<file path="config.mk">
export PLATFORM = sky130hd
export DESIGN_NAME = lemming_world
export DESIGN_NICKNAME = d
export VERILOG_FILES = /design/src/rtl/lemming_pkg.sv /design/src/rtl/lemming_proto_chk.sv /design/src/rtl/lemming_world.sv
export SDC_FILE = /design/constraint.sdc
export NUM_CORES = 1
export LEC_CHECK = 0
export CAP_MARGIN = 10
export CORE_MARGIN = 2
export CORE_UTILIZATION = 45
export DETAILED_ROUTE_END_ITERATION = 6
export MAX_ROUTING_LAYER = met4
export PLACE_DENSITY = 0.83
export SETUP_SLACK_MARGIN = 0.4
export SLEW_MARGIN = 20
export SYNTH_ARGS = -nofsm -noshare
export SYNTH_HDL_FRONTEND = slang
export SYNTH_HIERARCHICAL = 1
export SYNTH_SLANG_ARGS = --single-unit
</file>
<file path="constraint.sdc">
create_clock -name clk -period 2.66 [get_ports clk]
set_input_delay 0.532 -clock clk [delete_from_list [all_inputs] [get_ports clk]]
set_output_delay 0.532 -clock clk [all_outputs]
set_load 0.005 [all_outputs]
</file>
<file path="src/rtl/lemming_pkg.sv">
// lemming_pkg -- shared state encoding and counter width for the lemming world.
`default_nettype none

package lemming_pkg;

  localparam int FALL_CNT_W = 8;

  typedef enum logic [0:0] {
    W_GROUNDED = 1'b0,
    W_FALLING  = 1'b1
  } world_state_t;

endpackage

`default_nettype wire

</file>
<file path="src/rtl/lemming_proto_chk.sv">
// lemming_proto_chk -- sticky checker of the lemming's walk/aaah handshake.
// Built only when LEMMING_WORLD_PROTO_CHK_EN is defined.
`default_nettype none

module lemming_proto_chk
  import lemming_pkg::*;
(
  input  logic         clk,
  input  logic         areset,
  input  logic         i_walk_left,
  input  logic         i_walk_right,
  input  logic         i_aaah,
  input  world_state_t i_state,
  input  logic         i_ground,
  input  logic         i_landed,
  output logic         o_proto_err
);

  logic r_proto_err;
  logic w_onehot;
  logic w_violation;

  // Odd parity rules out 0 and 2 set bits; the AND term rules out all three.
  assign w_onehot = (i_walk_left ^ i_walk_right ^ i_aaah) &&
                    !(i_walk_left && i_walk_right && i_aaah);

  // A grounded lemming may scream only while it is losing the ground or just after landing.
  assign w_violation = !w_onehot ||
                       ((i_state == W_FALLING) && !i_aaah) ||
                       ((i_state == W_GROUNDED) && i_aaah && i_ground && !i_landed);

  always_ff @(posedge clk or posedge areset) begin
    if (areset) begin
      r_proto_err <= 1'b0;
    end else if (w_violation) begin
      r_proto_err <= 1'b1;
    end
  end

  assign o_proto_err = r_proto_err;

endmodule

`default_nettype wire

</file>
<file path="src/rtl/lemming_world.sv">
// lemming_world -- 1-D track world for a walking lemming: walls, holes, falls.
// Optional protocol checker enabled by LEMMING_WORLD_PROTO_CHK_EN.
`default_nettype none

module lemming_world
  import lemming_pkg::*;
#(
  parameter int TRACK_LEN  = 16,
  parameter int START_POS  = 8,
  parameter int FALL_DEPTH = 3
) (
  input  logic                         clk,
  input  logic                         areset,
  input  logic                         i_map_wr,
  input  logic [TRACK_LEN-1:0]         i_map_data,
  input  logic                         i_walk_left,
  input  logic                         i_walk_right,
  input  logic                         i_aaah,
  output logic                         o_bump_left,
  output logic                         o_bump_right,
  output logic                         o_ground,
  output logic [$clog2(TRACK_LEN)-1:0] o_pos,
  output logic                         o_landed,
  output logic                         o_proto_err
);

  localparam int POS_W = $clog2(TRACK_LEN);

  localparam logic [POS_W-1:0]      c_pos_max   = POS_W'(TRACK_LEN - 1);
  localparam logic [POS_W-1:0]      c_pos_start = POS_W'(START_POS);
  localparam logic [POS_W-1:0]      c_pos_one   = POS_W'(1);
  localparam logic [FALL_CNT_W-1:0] c_fall_last = FALL_CNT_W'(FALL_DEPTH - 1);
  localparam logic [FALL_CNT_W-1:0] c_fall_one  = FALL_CNT_W'(1);

  world_state_t          r_state;
  logic [POS_W-1:0]      r_pos;
  logic [FALL_CNT_W-1:0] r_fall_cnt;
  logic [TRACK_LEN-1:0]  r_hole_map;
  logic                  r_landed;

  logic w_hole_here;
  logic w_ground;
  logic w_step_left;
  logic w_step_right;
  logic w_land;

  assign w_hole_here  = r_hole_map[r_pos];
  assign w_ground     = (r_state == W_GROUNDED) && !w_hole_here;
  assign w_step_left  = w_ground && i_walk_left && !i_walk_right && !i_aaah;
  assign w_step_right = w_ground && i_walk_right && !i_walk_left && !i_aaah;
  assign w_land       = (r_state == W_FALLING) && (r_fall_cnt == c_fall_last);

  always_ff @(posedge clk or posedge areset) begin
    if (areset) begin
      r_state    <= W_GROUNDED;
      r_pos      <= c_pos_start;
      r_fall_cnt <= '0;
      r_hole_map <= '0;
      r_landed   <= 1'b0;
    end else begin
      r_landed <= w_land;

      case (r_state)
        W_GROUNDED: begin
          if (w_hole_here) begin
            r_state    <= W_FALLING;
            r_fall_cnt <= '0;
          end else if (w_step_left && (r_pos != '0)) begin
            r_pos <= r_pos - c_pos_one;
          end else if (w_step_right && (r_pos != c_pos_max)) begin
            r_pos <= r_pos + c_pos_one;
          end
        end
        W_FALLING: begin
          r_fall_cnt <= r_fall_cnt + c_fall_one;
          if (w_land) begin
            r_state <= W_GROUNDED;
          end
        end
        default: r_state <= W_GROUNDED;
      endcase

      // A fresh map load wins over filling the hole the lemming just landed in.
      if (i_map_wr) begin
        r_hole_map <= i_map_data;
      end else if (w_land) begin
        r_hole_map[r_pos] <= 1'b0;
      end
    end
  end

  assign o_ground     = w_ground;
  assign o_bump_left  = w_ground && i_walk_left && (r_pos == '0);
  assign o_bump_right = w_ground && i_walk_right && (r_pos == c_pos_max);
  assign o_pos        = r_pos;
  assign o_landed     = r_landed;

`ifdef LEMMING_WORLD_PROTO_CHK_EN
  lemming_proto_chk u_proto_chk (
    .clk          (clk),
    .areset       (areset),
    .i_walk_left  (i_walk_left),
    .i_walk_right (i_walk_right),
    .i_aaah       (i_aaah),
    .i_state      (r_state),
    .i_ground     (w_ground),
    .i_landed     (r_landed),
    .o_proto_err  (o_proto_err)
  );
`else
  assign o_proto_err = 1'b0;
`endif

endmodule

`default_nettype wire

</file>
==> results.tsv <==
stage	metric	value	unit
floorplan	dieArea	0.004476	mm²
worst_hold_path	hold_path_end	r_fall_cnt[7]	
sta	setup_violations	6	
worst_hold_path	min_from	r_fall_cnt[7]	
route	viasPerCell	5.614	
power_and_ir_drop	power_density	936.1	mW/mm²
route	antenna_left	0	
sta	setup-tns-final	-884.4	ps
layout	fin_util	0.6715	
synthesis	synthTopCellsByArea	dfrtp_1 (41%), o21ai_0 (9.3%), mux2i_1 (5.6%)	
global_routing	grt_start_max_net_pins	33	
placement	dpl.cell_count	276	
cts	cts_buffers	5	
placement	post-place-ws	-350.6	ps
synthesis	syn_area_per_cell	9.729	µm²
setup_path	r2r_end	o_pos[3]	
cts	clk_root_buffer_cell	clkbuf_8	
setup_path	ff2ff_path_depth	14	
setup_path	cp-end-kind	flip-flop	
power_and_ir_drop	max-vdd-ir-drop	0.5042	mV
floorplan	chipWidth	66.90	µm
layout	nets	271	
setup_path	rrSetupSlack	-290	ps
setup_path	max_stage_delay	510	ps
cts	path_clk_slew	60	ps
setup_path	critPathArrivalTime	3160	ps
route	routed_wl	4.529	mm
sta	period_minus_slack	2953	ps
global_routing	grt_pass1_vias	1622	
setup_path	required	2860	ps
cts	cts_buffer_depth	2	
outcome	violations	setup timing	
worst_hold_path	worstHoldPathType	reg2reg	
synthesis	synth_enable_flop_cells	0	
global_routing	grt_pass1_wl	7.583	mm
synthesis	synth.distinct_cells	43	
sta	relSlewSlack	0.4462	
sta	hold_violations	0	
synthesis	syn_area	0.001780	mm²
outcome	status	finished, violations left	
placement	dp_hpwl	3.084	mm
synthesis	yosysTopAreaCell	dfrtp_1	
synthesis	yosys_register_bits	30	
sta	timing_worst_slew_pin_value	828.0	ps
global_routing	antenna_found_initial	0	
worst_hold_path	holdPathStages	1	
route	drt-initial-drc-count	154	
power_and_ir_drop	leakage	1.183	nW
placement	port_buffers	29	
setup_path	worst_path_max_delay_cell	mux4_2	
route	drc	0	
synthesis	ys_warn_count	6	
sta	post-route-period-util	1.110	
global_routing	overflow	0	
global_routing	grtUsageTotal	0.2432	
floorplan	start_util	0.4756	
setup_path	cp_cell_sequence	buf_6, mux2i_2, mux4_2, a21oi_4, inv_6, buf_6, nand2b_4, inv_4, ha_4, a21o_1, a21oi_2, mux2i_2, a31oi_1, a31oi_1	
sta	fin_ws	-292.9	ps
sta	finalClockSkew	5.890	ps
sta	fmax	0.3386	GHz
layout	syn_to_final_growth	41.18	%
cts	cts_tree	built	
synthesis	syn-num-nets	210	
layout	drive_gt1_frac	0.2939	
route	dr.pass1.iters	4	
synthesis	ys_seq_area_frac	0.4223	
layout	finalNonFillerCells	293	
floorplan	rows	22	
floorplan	dieHeight	66.90	µm
setup_path	crit_fanout	8	
layout	n_antenna_cell	0	
synthesis	syn_inst	183	
flow_run	drv_cap	0	
power_and_ir_drop	totalPowerFinal	2.353	mW
sta	rsz0062_at_grt	yes	
setup_path	crit_type	reg2reg	
route	vias	1645	
cts	htreeDepth	2	
route	wire_per_inst	15.46	µm
sta	slew_violations	0	
synthesis	netlist.area_leader.share	0.4076	
setup_path	cp-start-kind	flip-flop	
setup_path	r2r-start	o_pos[1]	
cts	holdBufCountCts	0	
cts	clk_latency	280	ps
synthesis	synth-main-ff-cell	dfrtp_1	
floorplan	io_pins	31	
cts	clock-sinks	30	
synthesis	async_flop_share	1.000	
floorplan	coreArea	0.003744	mm²
placement	gp_congestion	0.8751	
registers in the layout (all words and copies together), names as in the netlist:
signal      cells
r_fall_cnt      8
o_landed        1
o_pos           4
r_state         1
r_hole_map     16
cells by family after synthesis:
family                   share of synthesized area
flip-flops                                  0.4224
other                                     0.002106
adder cells (fa/ha/maj)                    0.03936
buffers and inverters                      0.04989
multiplexers                                0.1363
AO/OA/AOI/OAI                               0.1799
AND/OR/NAND/NOR                             0.1602
XOR/XNOR                                  0.009840
power by group:
group          switching [mW]  internal [mW]
sequential              0.155          0.577
combinational           0.538          0.653
clock                   0.170          0.261
total                   0.863           1.49
layer usage:
| layer | part of all wire | routed length, µm | global-route usage |
|---|---|---|---|
| met1 | 0.43 | 1925 | 0.2989 |
| met2 | 0.50 | 2283 | 0.3825 |
| met3 | 0.067 | 302 | 0.06926 |
| met4 | 0.0040 | 18 | 0.08929 |
| met5 | 0 | 0 | - |
worst max path at each step:
| stage | slack [ps] | start | cells after the start | endpoint |
|---|---|---|---|---|
| 2_1_floorplan | -50 | o_pos[1] | 14 | o_pos[3] |
| 3_3_place_gp | -280 | o_pos[1] | 6 | o_bump_right |
| 3_5_place_dp | -350 | i_walk_right | 10 | o_pos[3] |
| 4_1_cts | -250 | o_pos[1] | 14 | o_pos[3] |
| 5_1_grt | -420 | o_pos[1] | 14 | o_pos[3] |
| 6_report | -290 | o_pos[1] | 14 | o_pos[3] |
layout make-up:
class                   count  area (µm²)
flip-flops and latches     30       753.2
inverters                   8       37.54
fillers                   304        1230
clock buffers               8       110.1
well taps                  48       60.06
repair buffers             64       553.0
multi-input cells         135       999.7
timing repair:
item	in CTS	in global routing
endpoints found under the setup margin	6	9
gates resized for setup	23	4
setup buffers	9	0
pin swaps	8	5
critical path, delay by kind of cell (launching register included):
family | cells | cell delay [ps]
flip-flops | 1 | 490
adder cells (fa/ha/maj) | 1 | 190
buffers and inverters | 4 | 370
AO/OA/AOI/OAI | 5 | 820
multiplexers | 3 | 930
AND/OR/NAND/NOR | 1 | 70
stage by stage:
stage / cell area, µm² / hold WS [ps]
4_1_cts: 2510 / 505.2
3_5_place_dp: 2291 / 494.1
6_report: 2514 / 507.6
3_3_place_gp: 2291 / 477.8
2_1_floorplan: 1799 / 447.6
5_1_grt: 2514 / 527.6
synth_stat cells, types with 2 or more instances:
cell,count
a21oi_1,6
a31oi_1,6
a41oi_1,2
and3_1,3
buf_4,2
clkbuf_1,5
dfrtp_1,29
ha_1,4
inv_1,7
mux2_1,3
mux2_4,2
mux2i_1,10
mux4_2,3
nand2_1,21
nand2b_1,6
nand3_1,7
nand3b_1,2
nand4_1,2
nor2_1,2
nor4_1,2
o21ai_0,33
o31ai_1,4
xnor2_1,2
placed cells by master, fill, tap and decap left out, types with 6 or more instances in the layout:
| cell | synthesis | final |
|---|---|---|
| buf_4 | 2 | 31 |
| a31oi_1 | 6 | 6 |
| inv_1 | 7 | 6 |
| clkdlybuf4s50_1 | 0 | 26 |
| o21ai_0 | 33 | 31 |
| nand3_1 | 7 | 7 |
| clkbuf_8 | 0 | 8 |
| dfrtp_1 | 29 | 28 |
| mux2i_1 | 10 | 8 |
| nand2_1 | 21 | 21 |
Note: power is estimated with default switching activity, not from simulation.
